**src/rtl/mirror_pkg.sv**
```systemverilog
// Shared types and constants for the mirror frame loader.
// Holds the FSM state enum, default frame sizing and the counter width helper.
package mirror_pkg;

  localparam int HALF_W_DEF = 20;
  localparam int FRAME_W    = 2 * HALF_W_DEF;

  typedef enum logic [1:0] {
    LOAD   = 2'd0,
    DRAIN  = 2'd1,
    EVAL   = 2'd2,
    RESULT = 2'd3
  } state_t;

  // Wide enough to hold every bit index plus the one-past-end value seen on overrun.
  function automatic int cnt_width(input int frame_w);
    return $clog2(frame_w + 1);
  endfunction

endpackage

```
**src/rtl/mirror_frame_loader_if.sv**
```systemverilog
// Serial input stream, comparator hookup and result handshake of the frame loader.
// The slave modport is the loader's view; master is the environment driving it.
interface mirror_frame_loader_if #(
  parameter int HALF_W = 20,
  parameter int MCNT_W = 16
) ();

  logic                  s_valid;
  logic                  s_ready;
  logic                  s_data;
  logic                  s_last;
  logic [2*HALF_W-1:0]   vec;
  logic                  vec_valid;
  logic                  match_in;
  logic                  res_valid;
  logic                  res_ready;
  logic                  res_match;
  logic                  res_err;
  logic [MCNT_W-1:0]     match_count;

  modport slave (
    input  s_valid, s_data, s_last, match_in, res_ready,
    output s_ready, vec, vec_valid, res_valid, res_match, res_err, match_count
  );

  modport master (
    output s_valid, s_data, s_last, match_in, res_ready,
    input  s_ready, vec, vec_valid, res_valid, res_match, res_err, match_count
  );

endinterface

```
**src/rtl/mirror_shift_reg.sv**
```systemverilog
// Frame register with indexed single-bit writes and a synchronous clear.
// Clear has priority over the write so a frame restart never keeps a stale bit.
module mirror_shift_reg #(
  parameter int W     = 40,
  parameter int IDX_W = 6
) (
  input  logic             clk,
  input  logic             clr,
  input  logic             wr_en,
  input  logic [IDX_W-1:0] idx,
  input  logic             bit_in,
  output logic [W-1:0]     q
);

  always_ff @(posedge clk) begin
    if (clr) begin
      q <= '0;
    end else if (wr_en) begin
      q[idx] <= bit_in;
    end
  end

endmodule

```
**src/rtl/mirror_frame_loader.sv**
```systemverilog
// Serial-to-parallel loader feeding the mirror comparator and registering its verdict.
// Detects framing errors and keeps a saturating count of matched frames.
//
// state  | meaning
// LOAD   | collecting frame bits into vec
// DRAIN  | frame overran, discarding bits until s_last
// EVAL   | vec complete, sampling comparator verdict
// RESULT | verdict held until downstream takes it
module mirror_frame_loader
  import mirror_pkg::*;
#(
  parameter int HALF_W = HALF_W_DEF,
  parameter int CNT_W  = cnt_width(2 * HALF_W),
  parameter int MCNT_W = 16
) (
  input  logic                  clk,
  input  logic                  rst,
  mirror_frame_loader_if.slave  bus
);

  localparam int FRAME_LEN = 2 * HALF_W;
  localparam logic [CNT_W-1:0] LAST_IDX = CNT_W'(FRAME_LEN - 1);

  state_t             state;
  logic [CNT_W-1:0]   cnt;
  logic               err;
  logic               res_match;
  logic               res_err;
  logic [MCNT_W-1:0]  match_count;
  logic               accept;
  logic               vec_clr;
  logic               vec_wr;
  logic               good_verdict;

  assign bus.s_ready   = ((state == LOAD) || (state == DRAIN)) && !rst;
  assign accept        = bus.s_valid && bus.s_ready;
  assign bus.vec_valid = (state == EVAL);
  assign bus.res_valid = (state == RESULT);
  assign bus.res_match   = res_match;
  assign bus.res_err     = res_err;
  assign bus.match_count = match_count;

  assign good_verdict = bus.match_in && !err;

  // vec is cleared on reset, on a taken result, and when recovering from a bad state.
  assign vec_clr = rst
                || ((state == RESULT) && bus.res_ready)
                || !(state inside {LOAD, DRAIN, EVAL, RESULT});
  assign vec_wr  = (state == LOAD) && accept;

  mirror_shift_reg #(
    .W     (FRAME_LEN),
    .IDX_W (CNT_W)
  ) u_shift_reg (
    .clk    (clk),
    .clr    (vec_clr),
    .wr_en  (vec_wr),
    .idx    (cnt),
    .bit_in (bus.s_data),
    .q      (bus.vec)
  );

  always_ff @(posedge clk) begin
    if (rst) begin
      state       <= LOAD;
      cnt         <= '0;
      err         <= 1'b0;
      res_match   <= 1'b0;
      res_err     <= 1'b0;
      match_count <= '0;
    end else begin
      case (state)
        LOAD: begin
          if (accept) begin
            cnt <= cnt + CNT_W'(1);
            if (cnt == LAST_IDX) begin
              if (bus.s_last) begin
                state <= EVAL;
              end else begin
                err   <= 1'b1;
                state <= DRAIN;
              end
            end else if (bus.s_last) begin
              err   <= 1'b1;
              state <= EVAL;
            end
          end
        end
        DRAIN: begin
          if (accept && bus.s_last) state <= EVAL;
        end
        EVAL: begin
          res_match <= good_verdict;
          res_err   <= err;
          if (good_verdict && (match_count != '1)) begin
            match_count <= match_count + MCNT_W'(1);
          end
          state <= RESULT;
        end
        RESULT: begin
          if (bus.res_ready) begin
            state <= LOAD;
            cnt   <= '0;
            err   <= 1'b0;
          end
        end
        default: begin
          state <= LOAD;
          cnt   <= '0;
          err   <= 1'b0;
        end
      endcase
    end
  end

endmodule
```
**src/flat_wrapper.sv**
```systemverilog
// flat-port wrapper written by rule: the top's interface ports become plain ports
module mirror_frame_loader_flat import mirror_pkg::*;
#(
  parameter int HALF_W = HALF_W_DEF,
  parameter int CNT_W  = cnt_width(2 * HALF_W),
  parameter int MCNT_W = 16
)
  (clk, rst, bus_s_valid, bus_s_data, bus_s_last, bus_match_in, bus_res_ready, bus_s_ready, bus_vec, bus_vec_valid, bus_res_valid, bus_res_match, bus_res_err, bus_match_count);
  mirror_frame_loader_if #(.HALF_W(HALF_W), .MCNT_W(MCNT_W)) bus_i ();
  input  logic clk;
  input  logic rst;
  input wire logic [$bits(bus_i.s_valid)-1:0] bus_s_valid;
  input wire logic [$bits(bus_i.s_data)-1:0] bus_s_data;
  input wire logic [$bits(bus_i.s_last)-1:0] bus_s_last;
  input wire logic [$bits(bus_i.match_in)-1:0] bus_match_in;
  input wire logic [$bits(bus_i.res_ready)-1:0] bus_res_ready;
  output wire logic [$bits(bus_i.s_ready)-1:0] bus_s_ready;
  output wire logic [$bits(bus_i.vec)-1:0] bus_vec;
  output wire logic [$bits(bus_i.vec_valid)-1:0] bus_vec_valid;
  output wire logic [$bits(bus_i.res_valid)-1:0] bus_res_valid;
  output wire logic [$bits(bus_i.res_match)-1:0] bus_res_match;
  output wire logic [$bits(bus_i.res_err)-1:0] bus_res_err;
  output wire logic [$bits(bus_i.match_count)-1:0] bus_match_count;
  assign bus_i.s_valid = bus_s_valid;
  assign bus_i.s_data = bus_s_data;
  assign bus_i.s_last = bus_s_last;
  assign bus_i.match_in = bus_match_in;
  assign bus_i.res_ready = bus_res_ready;
  assign bus_s_ready = bus_i.s_ready;
  assign bus_vec = bus_i.vec;
  assign bus_vec_valid = bus_i.vec_valid;
  assign bus_res_valid = bus_i.res_valid;
  assign bus_res_match = bus_i.res_match;
  assign bus_res_err = bus_i.res_err;
  assign bus_match_count = bus_i.match_count;
  mirror_frame_loader #(.HALF_W(HALF_W), .CNT_W(CNT_W), .MCNT_W(MCNT_W)) u_core (.clk(clk), .rst(rst), .bus(bus_i));
endmodule
```
**config.mk**
```make
export PLATFORM = sky130hd
export DESIGN_NAME = mirror_frame_loader_flat
export DESIGN_NICKNAME = d
export VERILOG_FILES = /design/src/rtl/mirror_pkg.sv /design/src/rtl/mirror_frame_loader_if.sv /design/src/rtl/mirror_shift_reg.sv /design/src/rtl/mirror_frame_loader.sv /design/src/flat_wrapper.sv
export SDC_FILE = /design/constraint.sdc
export NUM_CORES = 1
export LEC_CHECK = 0
export BUFFER_PORTS_ARGS = -buffer_cell sky130_fd_sc_hd__buf_2
export CORE_ASPECT_RATIO = 2
export CORE_MARGIN = 4
export CORE_UTILIZATION = 58
export CTS_CLUSTER_DIAMETER = 40
export DETAILED_ROUTE_END_ITERATION = 12
export PLACE_DENSITY = 0.84
export SYNTH_ARGS = -nofsm -noshare
export SYNTH_HDL_FRONTEND = slang
export SYNTH_SLANG_ARGS = --single-unit
```
**constraint.sdc**
```tcl
create_clock -name clk -period 6 [get_ports clk]
set_clock_uncertainty 0.15 [all_clocks]
set_input_delay 0.6 -clock clk [delete_from_list [all_inputs] [get_ports clk]]
set_output_delay 0.6 -clock clk [all_outputs]
set_load 0.01 [all_outputs]
```
## After elaboration in Yosys (flattened, before gate mapping)

Index checks and enable logic that the tools add are counted.

| word-level totals | value |
|---|---|
| register bits after elaboration | 67 |
| latch bits | 0 |
| memory bits (writable) | 0 |
| bits in read-only memories | 0 |
| bits of input ports | 7 |
| output and inout port bits | 61 |
| logic and storage cells | 61 |
| memories kept | 0 |

| operators by class | value |
|---|---|
| add/subtract/negate cells | 2 |
| multipliers | 0 |
| div/mod/pow operators | 0 |
| order comparisons | 2 |
| eq/ne operators | 10 |
| shift-type cells | 0 |
| mux-type cells | 19 |
| bitwise gates (word level) | 0 |
| reduce and logical (&&, ||, !) cells | 21 |

Operators by type and width:

| operator | number |
|---|---|
| 40-bit bitwise mux | 1 |
| 16-bit by 1-bit adder with 16-bit output (second input constant) | 1 |
| 16-bit != test (second input constant) | 1 |
| 2-bit two-way mux | 6 |
| 6-bit two-way mux | 2 |
| 6-bit case mux with 2 select lines | 1 |
| 1-bit logical AND | 8 |
| 2-bit case mux with 4 select lines | 1 |
| 6-bit by 7-bit less-than comparator with 1-bit output (second input constant) | 1 |
| 6-bit by 1-bit adder with 6-bit output (second input constant) | 1 |
| 1-bit demux with 6-bit select | 1 |
| 6-bit == test (second input constant) | 1 |
| 6-bit by 1-bit >= comparator with 1-bit output (second input constant) | 1 |
| 1-bit two-way mux | 6 |
| 3-bit != test (second input constant) | 2 |
| 5-bit AND reduction | 1 |
| 2-bit == test (second input constant) | 2 |
| 2-bit != test (second input constant) | 2 |
| 4-bit AND reduction | 1 |
| 4-bit nonzero test | 1 |
| 1-bit zero test | 3 |
| 1-bit logical OR | 3 |
| 3-bit AND reduction | 1 |
| 2-bit by 1-bit == test with 1-bit output (second input constant) | 1 |
| other kinds (5) | 5 |

## Longest topological paths before layout

Gate-level depths: netlist of the first run.

| depth | value |
|---|---|
| depth in word-level cells | 7 |
| depth in mapped cells | 8 |
| gate-level depth less buffers | 6 |

## Modules after synthesis

From an unflattened synthesis of the first run, not the netlist that was laid out.

| unflattened totals | value |
|---|---|
| cell total of the unflattened synthesis | 368 |
| area total of the unflattened synthesis | 3417.0 um2 |

By module, submodules not included:

| module | instances | cells an instance | area each (um2) | seq. area each (um2) |
|---|---|---|---|---|
| mirror_shift_reg | 1 | 188 | 1864.3 | 800.8 |
| mirror_frame_loader | 1 | 180 | 1552.7 | 540.5 |

## Worst setup path before layout of the first run

No wires, ideal clock.

| timing | value |
|---|---|
| path type | input to output |
| start | input port rst |
| end | output port bus_s_ready |
| data arrival time | 1272 ps |
| data required time | 5250 ps |
| setup slack | 3978 ps |
| stages | 3 |
| path buffers | 2 |
| path through | clkbuf_1 > clkbuf_1 > nor2_1 |

| between the ends | value |
|---|---|
| longest elaborated chain between the ends | 2 |

RTL lines:

| item | line | text |
|---|---|---|
| start, declared | flat_wrapper.sv:11 | `input logic rst;` |
| 1-bit zero test | mirror_frame_loader.sv:35 | `assign bus.s_ready = ((state == LOAD) \|\| (state == DRAIN)) && !rst;` |
| 1-bit logical AND | mirror_frame_loader.sv:35 |  |
| end, declared | flat_wrapper.sv:17 | `output wire logic [$bits(bus_i.s_ready)-1:0] bus_s_ready;` |

Every way passes these cells.

## Worst setup path after layout of the first run

| timing | value |
|---|---|
| start | register u_core.state[1] |
| end | register u_core.u_shift_reg.q[4] |

| between the ends | value |
|---|---|
| longest elaborated chain between the ends | 5 |
| elaborated cells on any way between the ends | 13 |
| those cells by class | eq/ne (3); reduce/logical (10) |

RTL lines:

| item | line | text |
|---|---|---|
| start, declared | mirror_frame_loader.sv:24 | `state_t state;` |
| start signal, assigned | mirror_frame_loader.sv:65 | `state <= LOAD;` |
| start signal, assigned | mirror_frame_loader.sv:78 | `state <= EVAL;` |
| start signal, assigned | mirror_frame_loader.sv:81 | `state <= DRAIN;` |
| 2-bit by 1-bit == test with 1-bit output / 2-bit zero test (equally long branches) | mirror_frame_loader.sv:35, mirror_frame_loader.sv:48, mirror_frame_loader.sv:49 |  |
| 1-bit logical OR | mirror_frame_loader.sv:35 |  |
| 1-bit logical AND | mirror_frame_loader.sv:35 |  |
| 1-bit logical AND | mirror_frame_loader.sv:36 | `assign accept = bus.s_valid && bus.s_ready;` |
| 1-bit logical AND | mirror_frame_loader.sv:49 | `assign vec_wr = (state == LOAD) && accept;` |
| end signal, assigned by index | mirror_shift_reg.sv:19 | `q[idx] <= bit_in;` |
| end, declared | mirror_shift_reg.sv:12 | `output logic [W-1:0] q` |

Several ways; a longest one is shown, not always the timed one.
A chain may end at the register's enable or synchronous reset.

==> results_dict.tcl, run 1 <==
set metrics [dict create \
    cts.sinks 67 \
    core_area_um2 5370 \
    wl_per_cell_um 17.2 \
    wl_um 8260 \
    final_nets 427 \
    max_freq_ghz 0.341 \
    regArea_um2 1340 \
    fin_crit_ns 2.93 \
    cts_made_buffers 9 \
    p_clk_share_pct 38.5 \
    p_int_uw 758 \
    num_vias 3034 \
    yosys.area_share.simple_pct 22.5 \
    worstPathArrival_ns 3.02 \
    finalPower_uw 1090 \
    postCtsHoldBufs 0 \
    drt-pass1-iter-count 5 \
    async_flop_share_pct 0 \
    cts_buffer_depth 2 \
    postCtsSetupRepairBufs 0 \
    crit_fanout 33 \
    outcome "finished, final reports clean" \
    ys_ff_latch 67 \
    finalSetupTns_ns 0 \
    multiInputGateArea_um2 1720 \
    syn_to_final_growth_pct 16.4 \
    final.fill_count 471 \
    die-area_um2 6830 \
    grt_pass1_vias 3003 \
    synth_cells 362 \
    power_leakage_uw 0.00150 \
    irDropWorstVdd_v 0.000237 \
    synthFlopType "dfxtp_1" \
    route.detailed.drc 0 \
    grt_use_total_pct 26.2 \
    p_switching_uw 336 \
    synth-edff-count 0 \
    grt_max_degree 34 \
    hold_class "reg2reg" \
    setup_violations 0 \
    synth_compound_area_share_pct 24.3 \
    yosysSeqAreaShare_pct 42.0 \
    antenna_found_initial 0 \
    synth_area_leaders "dfxtp_1 (42%), o31ai_1 (6.6%), o211ai_1 (6.3%)" \
    initial_core_util_pct 59.5 \
    ios 68 \
    path_cells "inv_1 -> ha_1 -> nor2_1 -> a21boi_2 -> buf_4 -> nand2_1 -> o31ai_1" \
    synth_cell_types 53 \
    mappedNetlistNets 375 \
    pwr-share-comb_pct 17.9 \
    std_cell_rows 38 \
    cp-start-kind "flop" \
    critPathRequiredTime_ns 6.09 \
    cap_viol_max_count 0 \
    synth_top_area_share_pct 42.0 \
    hold_viol_final 0 \
    first_iter_violations 222 \
    fin_crit_sh_pct 48.9 \
    synth_area_um2 3200 \
    p_per_area_nw_per_um2 294 \
    die_w_um 60.5 \
    cts_tree "yes" \
    cpPeakStageDelay_ns 0.65 \
    cp-end-kind "flop" \
    n_antenna_cell 0 \
    grt_overflow 0 \
    grt_pass1_wl_um 13800 \
    htree_levels 3 \
    yosys_warnings 0 \
    synth.largest_area_cell "dfxtp_1" \
    synthMuxAreaShare_pct 3.76 \
    switching_share_pct 30.7 \
    clkTransAtPathRegs_ns 0.08 \
    cts_resized 0 \
    final_max_slew_viol_count 0 \
    clkLatencyLatePin_ns 0.35 \
    via_per_inst 6.33 \
    relSlewSlack_pct 32.7 \
    synth_xor_area_share_pct 0.822 \
    path_class "reg2reg" \
    synth_top_family_by_area "compound AO/OA/AOI/OAI gates" \
    die_height_um 113 \
    drive_above_1_share_pct 23.2 \
    dp_hpwl_um 6090 \
    worst_pin_slew_ns 1.00 \
    grt_setup_unrepaired "false" \
    avgSynthCellArea_um2 8.83 \
    final_antenna_net_count 0 \
    sequentialPowerShare_pct 43.5 \
    gp_congestion 0.788 \
    cts_root_buf "clkbuf_8" \
    cp_slowest_cell "nand2_1" \
    synth_fa_ha_area_share_pct 2.35 \
    io_buffers 67 \
]
## worst max-delay path, delay by kind of cell, from the launching register on
| kind | cells | cell delay (ns) |
|---|---|---|
| compound gates | 2 | 0.64 |
| fa+ha+maj | 1 | 0.40 |
| buf+inv | 2 | 0.43 |
| flops | 1 | 0.35 |
| simple gates | 2 | 0.83 |
## cells in the final DEF (no fill, tap or decap), types with 2 or more instances in the layout
cell type and instances:
and3_1 3, nand2_1 33, clkinvlp_4 3, mux2i_1 12
dfxtp_1 67, inv_1 5, o21ai_0 20, nor3b_1 3
or3_1 10, nand4_1 5, xor2_1 3, nor3_1 4
nand4b_1 2, nor2_1 20, clkbuf_8 9, o31ai_1 28
and3b_1 4, ha_1 6, or4_1 3, inv_6 2
nor2b_1 2, a21oi_1 24, or3b_2 2, buf_2 67
and2_1 4, nand3b_1 5, bufinv_16 2, nand3_1 17
and4_1 2, nand2b_1 2, o211ai_1 27
## Yosys cell counts (5+ instances only)
master	instances
o211ai_1	27
clkbuf_1	20
mux2i_1	12
dfxtp_1	67
nor2_1	20
inv_1	5
nand2_1	33
nand4_1	5
o21ai_0	20
nand3_1	17
or3_1	10
o31ai_1	28
ha_1	6
nand3b_1	5
a21oi_1	24
## layer usage
metal  wire length (um)  global-route usage, %  share of wire [%]  up-vias
met5                  0                      0                  0        -
met4                261                   16.2                3.2        0
met3                399                   3.77                4.8       22
met2               4630                   46.0                 56       98
met1               2970                   27.8                 36     1450
li1                   -                      -                  -     1464
## final timing paths
check,start,endpoint,slack (ns),depth (start not counted)
max,u_core.state[1]$_SDFFE_PP0P_,u_core.u_shift_reg.q[4]$_SDFFE_PP0P_,3.07,7
min,u_core.u_shift_reg.q[29]$_SDFFE_PP0P_,u_core.u_shift_reg.q[29]$_SDFFE_PP0P_,0.31,2
max reg2reg,u_core.state[1]$_SDFFE_PP0P_,u_core.u_shift_reg.q[4]$_SDFFE_PP0P_,3.07,7
min reg2reg,u_core.u_shift_reg.q[29]$_SDFFE_PP0P_,u_core.u_shift_reg.q[29]$_SDFFE_PP0P_,0.31,2
## flip-flops by register name, indices dropped and copies added, names as in the netlist
signal	cells
u_core.bus.match_count	16
u_core.bus.res_err	1
u_core.bus.res_match	1
u_core.cnt	6
u_core.err	1
u_core.state	2
u_core.u_shift_reg.q	40
## kinds of logic after synthesis
kind of cell / Yosys count
XOR/XNOR: 3
AND/OR/NAND/NOR: 129
flip-flops: 67
AO/OA/AOI/OAI: 113
multiplexers: 12
buffers and inverters: 32
adder cells (fa/ha/maj): 6
## area by class of cell
| class | instances | share of cell area (%) |
|---|---|---|
| clock buffer | 9 | 3.33 |
| clock inverter | 7 | 2.69 |
| inverter | 5 | 0.505 |
| multi-input combinational | 263 | 46.2 |
| sequential | 67 | 36.1 |
| tap | 60 | 2.02 |
| timing repair buffer | 68 | 9.22 |
## power groups by stage
stage / Combinational (uW) / Clock [uW] / Sequential, uW
2_1_floorplan: 150 / 0 / 482
3_3_place_gp: 188 / 0 / 485
4_1_cts: 197 / 426 / 476
3_5_place_dp: 195 / 0 / 486
6_report: 196 / 422 / 476
5_1_grt: 216 / 445 / 479
## per-stage QoR
step	hold WS, ns	instance area (um^2)	setup slack [ns]	std cells	util (%)
2_1_floorplan	0.318	3200	3.98	362	-
3_3_place_gp	0.296	3500	3.08	463	65.1
3_5_place_dp	0.303	3500	2.89	463	65.1
4_1_cts	0.315	3720	3.02	479	69.2
5_1_grt	0.359	3720	2.77	479	69.2
6_report	0.310	3720	3.07	479	69.2
(Power assumes the default switching activity.)
==> run 2, diff against run 1 <==
--- a/config.mk
+++ b/config.mk
@@ -8,10 +8,10 @@
 export BUFFER_PORTS_ARGS = -buffer_cell sky130_fd_sc_hd__buf_2
 export CORE_ASPECT_RATIO = 2
 export CORE_MARGIN = 4
-export CORE_UTILIZATION = 58
+export CORE_UTILIZATION = 54
 export CTS_CLUSTER_DIAMETER = 40
 export DETAILED_ROUTE_END_ITERATION = 12
-export PLACE_DENSITY = 0.84
+export PLACE_DENSITY = 0.79
 export SYNTH_ARGS = -nofsm -noshare
 export SYNTH_HDL_FRONTEND = slang
 export SYNTH_SLANG_ARGS = --single-unit
==> constraint.sdc (replaced) <==
create_clock -name clk -period 3 [get_ports clk]
set_clock_uncertainty 0.15 [all_clocks]
set_input_delay 0.3 -clock clk [delete_from_list [all_inputs] [get_ports clk]]
set_output_delay 0.3 -clock clk [all_outputs]
set_load 0.01 [all_outputs]
==> run 2 against run 1 <==
Net effect:
- total power up 110%
- utilization down 2.8 points
- clock power up 130%
- flip-flop and latch count unchanged
- sequential power up 100%
- first-iteration DRC count up 1.4%
- worst hold slack worse by 0.22 ns
- routed wire length up 0.23%
- non-clock buffer count up 3
- largest cell class unchanged
- largest power group is now clock
==> results_dict.tcl, run 2 (synthesized netlist as in run 1, its figures left out) <==
set metrics [dict create \
    outcome "finished, final reports clean" \
    grt_max_degree 33 \
    cp_num_buf_inv 1 \
    cp-end-kind "flop" \
    die_height_um 117 \
    cpPeakStageDelay_ns 0.43 \
    worstPathArrival_ns 2.39 \
    cp_top_family "simple AND/OR/NAND/NOR gates" \
    route.detailed.drc 0 \
    setup_violations 0 \
    postCtsHoldBufs 0 \
    pre_cts_ws_ns 0.653 \
    grt_use_total_pct 23.6 \
    drt-met1-wl_um 3060 \
    grt_overflow 0 \
    finalPower_uw 2320 \
    core_area_um2 5710 \
    hold_viol_final 0 \
    cts_made_buffers 9 \
    final_max_slew_viol_count 0 \
    die_w_um 62.4 \
    largest_reg_flops 40 \
    crit_fanout 16 \
    clkTransAtPathRegs_ns 0.05 \
    irDropWorstVdd_v 0.000552 \
    cts_root_buf "clkbuf_16" \
    final.fill_count 503 \
    cp_slowest_cell "nand3b_1" \
    drive_above_1_share_pct 23.0 \
    power_leakage_uw 0.00155 \
    drt-pass1-iter-count 5 \
    cts_tree "yes" \
    grt_setup_unrepaired "false" \
    wl_met2_um 4630 \
    path_cells "inv_1 -> ha_1 -> and4bb_2 -> nand3b_1 -> o211ai_1 -> o31ai_1" \
    relSlewSlack_pct 47.0 \
    finalNonFillerCells 483 \
    path_class "reg2reg" \
    top_layer "met4" \
    wl_um 8280 \
    max_freq_ghz 0.426 \
    layout_common_cells "buf_2 (67), dfxtp_1 (67), nand2_1 (33), o31ai_1 (28), o211ai_1 (27)" \
    cap_viol_max_count 0 \
    cts_resized 0 \
    die-area_um2 7290 \
    dp_hpwl_um 6130 \
    regMostFlops "u_core.u_shift_reg.q" \
    final_util_pct 66.4 \
    gp_congestion 0.871 \
    setup_ws_ns 0.651 \
    hold_class "in2reg" \
    postCtsSetupRepairBufs 0 \
    wl_met3_um 412 \
    grt_pass1_wl_um 13900 \
    initial_core_util_pct 56.0 \
    num_vias 2989 \
    first_iter_violations 225 \
    antenna_found_initial 0 \
    via_per_inst 6.19 \
    placedCellCount 467 \
    syn_to_final_growth_pct 18.7 \
    io_buffers 67 \
    p_per_area_nw_per_um2 611 \
    final_nets 430 \
    htree_levels 3 \
    finalSetupTns_ns 0 \
    grt_pass1_vias 2967 \
    cts_buffer_depth 2 \
    worst_pin_slew_ns 0.786 \
    wl_per_cell_um 17.1 \
    fin_crit_sh_pct 78.3 \
    std_cell_rows 39 \
    reg_top3 "u_core.u_shift_reg.q: 40 flops, u_core.bus.match_count: 16 flops, u_core.cnt: 6 flops" \
    critPathRequiredTime_ns 3.04 \
    clkLatencyLatePin_ns 0.33 \
    cp-start-kind "flop" \
    final_antenna_net_count 0 \
    cts.sinks 67 \
    n_antenna_cell 0 \
    ios 68 \
    fin_crit_ns 2.35 \
]
-- run 2: cell count changes in the layout (fill, tap and decap cells not counted) --
cell / before / now
clkbuf_16: 0 / 9
clkinv_2: 0 / 2
clkbuf_8: 9 / 2
inv_6: 2 / 0
clkbuf_1: 0 / 3
buf_4: 1 / 4
clkinvlp_4: 3 / 0
bufinv_16: 2 / 0
-- run 2: path summary, 6_finish.rpt --
kind,from,endpoint,slack (ns),cells past startpoint
worst max register to register,u_core.state[0]$_SDFFE_PP0P_,u_core.u_shift_reg.q[10]$_SDFFE_PP0P_,0.65,6
worst min-delay path,rst,u_core.cnt[1]$_SDFFE_PP0P_,0.09,2
worst min register to register,u_core.u_shift_reg.q[25]$_SDFFE_PP0P_,u_core.u_shift_reg.q[25]$_SDFFE_PP0P_,0.31,2
worst max-delay path,u_core.state[0]$_SDFFE_PP0P_,u_core.u_shift_reg.q[10]$_SDFFE_PP0P_,0.65,6
-- run 2: cell type report --
cell class                 count  area (um^2)  share of cell area [%]
clock inverter                 2         10.0                   0.264
tap                           61         76.3                    2.01
inverter                       5         18.8                   0.495
timing repair buffer          71          365                    9.63
sequential                    67         1340                    35.4
multi-input combinational    263         1720                    45.3
clock buffer                  14          264                    6.96
-- run 2: through the flow --
| step | hold WS [ns] | cell area, um^2 |
|---|---|---|
| 5_1_grt | 0.103 | 3790 |
| 3_5_place_dp | 0.311 | 3520 |
| 2_1_floorplan | 0.318 | 3200 |
| 4_1_cts | 0.0846 | 3790 |
| 6_report | 0.0876 | 3790 |
| 3_3_place_gp | 0.299 | 3520 |
-- run 2: where the power goes --
part	switching (uW)	total (uW)	internal [uW]
Combinational	265	395	130
Clock	366	968	602
Sequential	35.0	954	919
-- run 2: routing by layer --
layer	vias to the layer above	global-route usage (%)
li1	1469	-
met1	1424	22.4
met2	82	45.5
met3	14	6.02
met4	0	12.7
met5	-	0
-- run 2: worst reg2reg max path, stage by stage (launching register included) --
cell and delay (ns):
dfxtp_1 0.33, inv_1 0.09, ha_1 0.41, and4bb_2 0.32, nand3b_1 0.43, o211ai_1 0.36
o31ai_1 0.11
